===== src/rtl/audio_pcm_unpacker_if.sv =====
// Bundles the FIFO read port and the sample output bus of the PCM unpacker.
//   fifo_rddata  : byte from the audio FIFO, valid the cycle after fifo_rd_en
//   fifo_empty   : FIFO empty flag
//   fifo_rd_en   : FIFO read request
//   left_sample  : signed 16-bit left sample
//   right_sample : signed 16-bit right sample
//   sample_valid : one-cycle strobe, new frame on the sample outputs
//   underrun     : one-cycle strobe, fetch was due but the FIFO was empty
// master = the unpacker, slave = the FIFO / mixer side.
interface audio_pcm_unpacker_if;
    logic        fifo_rd_en;
    logic [7:0]  fifo_rddata;
    logic        fifo_empty;
    logic [15:0] left_sample;
    logic [15:0] right_sample;
    logic        sample_valid;
    logic        underrun;

    modport master (
        input  fifo_rddata, fifo_empty,
        output fifo_rd_en, left_sample, right_sample, sample_valid, underrun
    );

    modport slave (
        output fifo_rddata, fifo_empty,
        input  fifo_rd_en, left_sample, right_sample, sample_valid, underrun
    );
endinterface


===== src/rtl/audio_pcm_unpacker.sv =====
// Pulls PCM bytes out of the audio FIFO at a rate set by a phase accumulator
// and assembles them into signed 16-bit left/right samples.
//   clk, rst_n  : clock, asynchronous active-low reset
//   enable      : playback enable; low clears the pacing and abandons a frame
//   sample_tick : one-cycle base-rate strobe
//   rate        : playback rate, 128 = full rate, larger values clamp to 128
//   mode_16bit  : 1 = 16-bit samples, 0 = 8-bit
//   mode_stereo : 1 = stereo, 0 = mono
//   bus         : FIFO read port and sample output bus (master side)
module audio_pcm_unpacker #(
    parameter int RATE_W = 8,
    parameter int ACC_W  = 7
) (
    input  logic              clk,
    input  logic              rst_n,
    input  logic              enable,
    input  logic              sample_tick,
    input  logic [RATE_W-1:0] rate,
    input  logic              mode_16bit,
    input  logic              mode_stereo,
    audio_pcm_unpacker_if.master bus
);
    typedef enum logic [1:0] {IDLE, RD, CAP, DONE} state_t;

    localparam logic [RATE_W-1:0] RATE_MAX = RATE_W'(1 << ACC_W);

    state_t          state, state_d;
    logic [ACC_W-1:0] acc;
    logic [ACC_W:0]  sum;
    logic [RATE_W-1:0] rate_c;
    logic            carry, pending, fetch_req;
    logic [1:0]      k, nb_m1;
    logic            m16, mst;
    logic [3:0][7:0] byte_q, fb;
    logic [15:0]     left_q, right_q, left_d, right_d;
    logic            rd_en, und, valid, start, cap;

    assign rate_c = (rate > RATE_MAX) ? RATE_MAX : rate;
    assign sum    = (ACC_W+1)'(acc) + (ACC_W+1)'(rate_c);
    assign carry  = enable & sample_tick & sum[ACC_W];
    // A carry in the current cycle starts a frame directly from IDLE, so the
    // first read issues the cycle after the tick.
    assign fetch_req = enable & (pending | carry);

    always_ff @(posedge clk or negedge rst_n) begin
        if (!rst_n) begin
            acc     <= '0;
            pending <= 1'b0;
        end else if (!enable) begin
            acc     <= '0;
            pending <= 1'b0;
        end else begin
            if (sample_tick)
                acc <= sum[ACC_W-1:0];
            // Consumed (started or underrun) in IDLE; extra carries are absorbed.
            if (state == IDLE && fetch_req)
                pending <= 1'b0;
            else if (carry)
                pending <= 1'b1;
        end
    end

    always_ff @(posedge clk or negedge rst_n) begin
        if (!rst_n) state <= IDLE;
        else        state <= state_d;
    end

    always_comb begin
        state_d = state;
        rd_en   = 1'b0;
        und     = 1'b0;
        start   = 1'b0;
        cap     = 1'b0;
        valid   = (state == DONE);
        case (state)
            IDLE: if (fetch_req) begin
                if (bus.fifo_empty) und = 1'b1;
                else begin
                    start   = 1'b1;
                    state_d = RD;
                end
            end
            RD: if (!bus.fifo_empty) begin
                rd_en   = 1'b1;
                state_d = CAP;
            end
            CAP: begin
                cap     = 1'b1;
                state_d = (k == nb_m1) ? DONE : RD;
            end
            DONE: state_d = IDLE;
            default: state_d = IDLE;
        endcase
        if (!enable) begin
            state_d = IDLE;
            rd_en   = 1'b0;
            und     = 1'b0;
            start   = 1'b0;
            cap     = 1'b0;
        end
    end

    // Frame bytes as they will be once the byte arriving in CAP is stored,
    // so the outputs are already updated during DONE.
    always_comb begin
        fb    = byte_q;
        fb[k] = bus.fifo_rddata;
        left_d = m16 ? {fb[1], fb[0]} : {fb[0], 8'h00};
        if (!mst)     right_d = left_d;
        else if (m16) right_d = {fb[3], fb[2]};
        else          right_d = {fb[1], 8'h00};
    end

    always_ff @(posedge clk or negedge rst_n) begin
        if (!rst_n) begin
            k       <= '0;
            nb_m1   <= '0;
            m16     <= 1'b0;
            mst     <= 1'b0;
            byte_q  <= '0;
            left_q  <= '0;
            right_q <= '0;
        end else if (start) begin
            m16   <= mode_16bit;
            mst   <= mode_stereo;
            // bytes per frame minus one: 8m=0, 8s=1, 16m=1, 16s=3
            nb_m1 <= {mode_16bit & mode_stereo, mode_16bit | mode_stereo};
            k     <= '0;
        end else if (cap) begin
            byte_q[k] <= bus.fifo_rddata;
            if (k == nb_m1) begin
                left_q  <= left_d;
                right_q <= right_d;
            end else begin
                k <= k + 2'd1;
            end
        end
    end

    assign bus.fifo_rd_en   = rd_en;
    assign bus.underrun     = und;
    assign bus.sample_valid = valid;
    assign bus.left_sample  = left_q;
    assign bus.right_sample = right_q;
endmodule


===== src/flat_wrapper.sv =====
// flat-port wrapper written by rule: the top's interface ports become plain ports
module audio_pcm_unpacker_flat 
#(
    parameter int RATE_W = 8,
    parameter int ACC_W  = 7
)
  (clk, rst_n, enable, sample_tick, rate, mode_16bit, mode_stereo, bus_fifo_rddata, bus_fifo_empty, bus_fifo_rd_en, bus_left_sample, bus_right_sample, bus_sample_valid, bus_underrun);
  audio_pcm_unpacker_if bus_i ();
  input  logic clk;
  input  logic rst_n;
  input  logic enable;
  input  logic sample_tick;
  input  logic [RATE_W-1:0] rate;
  input  logic mode_16bit;
  input  logic mode_stereo;
  input wire logic [$bits(bus_i.fifo_rddata)-1:0] bus_fifo_rddata;
  input wire logic [$bits(bus_i.fifo_empty)-1:0] bus_fifo_empty;
  output wire logic [$bits(bus_i.fifo_rd_en)-1:0] bus_fifo_rd_en;
  output wire logic [$bits(bus_i.left_sample)-1:0] bus_left_sample;
  output wire logic [$bits(bus_i.right_sample)-1:0] bus_right_sample;
  output wire logic [$bits(bus_i.sample_valid)-1:0] bus_sample_valid;
  output wire logic [$bits(bus_i.underrun)-1:0] bus_underrun;
  assign bus_i.fifo_rddata = bus_fifo_rddata;
  assign bus_i.fifo_empty = bus_fifo_empty;
  assign bus_fifo_rd_en = bus_i.fifo_rd_en;
  assign bus_left_sample = bus_i.left_sample;
  assign bus_right_sample = bus_i.right_sample;
  assign bus_sample_valid = bus_i.sample_valid;
  assign bus_underrun = bus_i.underrun;
  audio_pcm_unpacker #(.RATE_W(RATE_W), .ACC_W(ACC_W)) u_core (.clk(clk), .rst_n(rst_n), .enable(enable), .sample_tick(sample_tick), .rate(rate), .mode_16bit(mode_16bit), .mode_stereo(mode_stereo), .bus(bus_i));
endmodule

===== config.mk =====
export PLATFORM = sky130hd
export DESIGN_NAME = audio_pcm_unpacker_flat
export DESIGN_NICKNAME = d
export VERILOG_FILES = /design/src/rtl/audio_pcm_unpacker_if.sv /design/src/rtl/audio_pcm_unpacker.sv /design/src/flat_wrapper.sv
export SDC_FILE = /design/constraint.sdc
export NUM_CORES = 1
export LEC_CHECK = 0
export ABC_AREA = 1
export CORE_MARGIN = 5
export CORE_UTILIZATION = 50
export CTS_CLUSTER_SIZE = 12
export DETAILED_ROUTE_END_ITERATION = 10
export PLACE_DENSITY_LB_ADDON = 0.05
export SKIP_CTS_REPAIR_TIMING = 1
export SKIP_LAST_GASP = 1
export SLEW_MARGIN = 20
export SYNTH_ARGS = -nofsm -noshare
export SYNTH_HDL_FRONTEND = slang
export SYNTH_SLANG_ARGS = --single-unit

===== constraint.sdc =====
create_clock -name clk -period 2 [get_ports clk]
set_clock_uncertainty 0.15 [all_clocks]
set_input_delay 0.3 -clock clk [delete_from_list [all_inputs] [get_ports clk]]
set_output_delay 0.3 -clock clk [all_outputs]
set_load 0.03 [all_outputs]

==> results.sh <==
export IMPL_cts_tree="built"
export IMPL_power_switching_mw=2.065
export IMPL_crit_fanout=5
export IMPL_die_area_sq_mm=0.01060
export IMPL_worstPathRequired_ns=1.55
export IMPL_final_setup_viol_count=10
export IMPL_detail_route_wl_per_cell_microns=13.63
export IMPL_overall_global_routing_resource_usage=0.2091
export IMPL_critPathArrivalTime_ns=2.08
export IMPL_p_per_area_mw_per_mm2=955.0
export IMPL_worst_path_cell_trace="buf_8, nor4_4, a21oi_4, nor2_4, ha_4, nand2_2, nand2_2, a21oi_2, nand2_1, nand2_1, nand3_2, nand2_4, inv_4, nor2_4, buf_6"
export IMPL_clock_tree_root_cell="sky130_fd_sc_hd__clkbuf_8"
export IMPL_synthDistinctLibCells=33
export IMPL_grt_antenna_before_repair=0
export IMPL_grt_start_max_net_pins=53
export IMPL_synthSimpleGateAreaFrac=0.2621
export IMPL_finalHoldViolCount=0
export IMPL_ioPinCount=58
export IMPL_sw_frac_of_total=0.3788
export IMPL_critical_path_max_stage_delay_ns=0.31
export IMPL_slew_viol_final=0
export IMPL_post_syn_area_sq_mm=0.004320
export IMPL_finalWeightedCongestion=0.8801
export IMPL_routed_via_density=4.952
export IMPL_grt_setup_unrepaired="true"
export IMPL_worstPathBufferInverterCount=3
export IMPL_cts_htree_levels=3
export IMPL_clk_insertion_delay_late_ns=0.35
export IMPL_startpoint_type="input port"
export IMPL_antenna_violating_nets_post_route=0
export IMPL_worst_slew_pin_slew_ns=0.4921
export IMPL_postLayoutCellArea_sq_mm=0.005708
export IMPL_dpl_cell_area_sq_mm=0.005256
export IMPL_cts_num_sinks=80
export IMPL_detailedPlacementHpwl_microns=7677
export IMPL_synthesis_area_per_instance_sq_um=7.553
export IMPL_finished_core_util=0.6675
export IMPL_power_frac_seq=0.384
export IMPL_fp_dieW_microns=103.0
export IMPL_worst_setup_path_end_kind="output port"
export IMPL_achievable_frequency_mhz=395.3
export IMPL_violations_in_the_final_reports="setup timing"
export IMPL_drv_max_cap_violation_count=0
export IMPL_total_leakage_power_nw=2.830
export IMPL_run_status="finished, violations left"
export IMPL_drc_errors=0
export IMPL_num_rows=34
export IMPL_cpLargestDelayFamily="simple AND/OR/NAND/NOR gates"
export IMPL_floorplan_initialDensity=0.5053
export IMPL_global_route_overflow_total=0
export IMPL_number_of_synthesized_flops_with_an_enable_pin=0
export IMPL_async_flop_share=1.000
export IMPL_drt_total_wl_microns=10600
export IMPL_power_mw=5.451
export IMPL_timing_setup_critical_path_class="in -> out"
export IMPL_worst_slew_margin=0.6719
export IMPL_p_int_mw=3.386
export IMPL_worst_slack_ns=-0.5296
export IMPL_share_comb_of_total_power=0.379
export IMPL_fillers=719
export IMPL_number_of_global_route_vias_before_repair=3838
export IMPL_grt_pass1_wl_microns=17480
export IMPL_post_place_ws_ns=-0.9412
export IMPL_cts_inserted_buffers=9
export IMPL_max_clock_path_buffers=2
export IMPL_number_of_port_buffers=57
export IMPL_final_min_period_over_clock_period=1.265
export IMPL_drive_gt1_frac=0.1791
export IMPL_final_net_count=700
export IMPL_worst_ir_drop_on_vdd_v=0.0004355
export IMPL_yosys_area_share_xor_xnor=0.004054
export IMPL_syn_instance_count=572
export IMPL_synth_mux_area_frac=0.002317
export IMPL_drt_iter0_markers=162
export IMPL_min_delay_path_class="in -> async"
export IMPL_layout_commonest_cell="sky130_fd_sc_hd__nand2_1"
export IMPL_crit_path_top_delay_cell="sky130_fd_sc_hd__nor4_4"
export IMPL_drt_pre_antenna_iters=4
export IMPL_mostFrequentLayoutCells="sky130_fd_sc_hd__nand2_1, sky130_fd_sc_hd__dfrtp_1, sky130_fd_sc_hd__o21ai_0"
export IMPL_synth_compound_area_share=0.1352
export IMPL_synth_main_ff_cell="sky130_fd_sc_hd__dfrtp_1"
export IMPL_syn2layout_area_growth_pct=32.12
export IMPL_tmin_final_ns=2.530
export IMPL_dr_total_vias=3853
export IMPL_die_height_microns=103.0
export IMPL_syn_num_nets=607
export IMPL_design_core_area_sq_mm=0.008551
export IMPL_yosysSeqAreaShare=0.4634
export IMPL_synth_top_family_by_area="simple AND/OR/NAND/NOR gates"
export IMPL_hold_ws_ns=0.2565
export IMPL_n_antenna_cell=0
export IMPL_pwr_share_clk=0.238
export IMPL_number_of_synthesis_warnings=0
export IMPL_clkSlewWorstSetupHoldPaths_ns=0.09
export IMPL_synth_area_in_adders=0.03649
export IMPL_yosys_register_bits=80
-- cell families (layout without fill, tap and decap cells) --
logic type	after synthesis	after routing
muxes	1	1
buffers and inverters	92	190
xor gates and xnor gates	2	2
DFF	80	80
adders and majority gates	12	12
and+or+nand+nor	276	276
AOI/OAI and AO/OA	109	109
-- sequential cells by signal, summed over array words and instances (netlist names) --
signal,cells
u_core.bus.left_sample,16
u_core.byte_q,32
u_core.mst,1
u_core.k,2
u_core.acc,7
u_core.state,2
u_core.nb_m1,2
u_core.bus.right_sample,16
u_core.m16,1
u_core.pending,1
-- layer usage --
layer | up-vias | global-route usage | wire [microns]
li1 | 1989 | - | -
met1 | 1788 | 0.2598 | 4653
met2 | 59 | 0.3774 | 5424
met3 | 17 | 0.02706 | 354
met4 | 0 | 0.06375 | 171
met5 | - | 0 | 0
-- synth_stat cells (all sizes together), types with 2 or more instances --
cell | count | area [sq um]
a21oi | 7 | 46.30
or2 | 5 | 31.28
o21ai | 90 | 450.4
inv | 70 | 262.8
and2 | 3 | 18.77
buf | 21 | 145.1
nor2 | 23 | 88.84
nand2 | 221 | 852.1
ha | 11 | 137.6
nor3 | 4 | 25.02
dfrtp | 80 | 2002
o22ai | 2 | 12.51
nand4 | 8 | 50.05
o21a | 7 | 52.55
nand3 | 11 | 60.06
xor2 | 2 | 17.52
-- stage by stage --
| stage | std cells | TNS [ns] |
|---|---|---|
| after floorplan | 572 | -0.7098 |
| after global placement | 756 | -10.05 |
| after detailed placement | 756 | -11.18 |
| after CTS | 772 | -5.452 |
| after global routing | 778 | -3.220 |
| final | 778 | -2.061 |
-- final cells by class --
| type | count | area [sq um] | share of cell area |
|---|---|---|---|
| multi-input cells | 400 | 2086 | 0.3654 |
| flip-flops and latches | 80 | 2003 | 0.3509 |
| repair buffers | 103 | 999.7 | 0.1751 |
| inverters | 71 | 274.0 | 0.04801 |
| well taps | 108 | 135.1 | 0.02367 |
| clock buffers | 9 | 123.9 | 0.02170 |
| clock inverters | 7 | 86.33 | 0.01512 |
-- path summary, 6_finish.rpt --
check                                            from                           to  slack (ns)  cells after the start
setup / recovery                              rate[3]                 bus_underrun       -0.53                     15
hold / removal                                  rst_n  u_core.bus.right_sample[12]        0.26                      2
setup reg to reg                        u_core.acc[6]                  u_core.k[1]       -0.14                     13
hold reg to reg            u_core.bus.left_sample[13]   u_core.bus.left_sample[13]        0.34                      2
max in group asynchronous                       rst_n   u_core.bus.left_sample[15]        0.84                      3
min in group clk           u_core.bus.left_sample[13]   u_core.bus.left_sample[13]        0.34                      2
-- power by group through the flow --
stage / clock [mW] / sequential, mW / combinational, mW
2_1_floorplan: 0 / 2.23 / 1.11
3_3_place_gp: 0 / 2.10 / 1.94
3_5_place_dp: 0 / 2.12 / 1.98
4_1_cts: 1.33 / 2.08 / 2.00
5_1_grt: 1.38 / 2.13 / 2.32
6_report: 1.30 / 2.09 / 2.06
(Power assumes the default switching activity.)
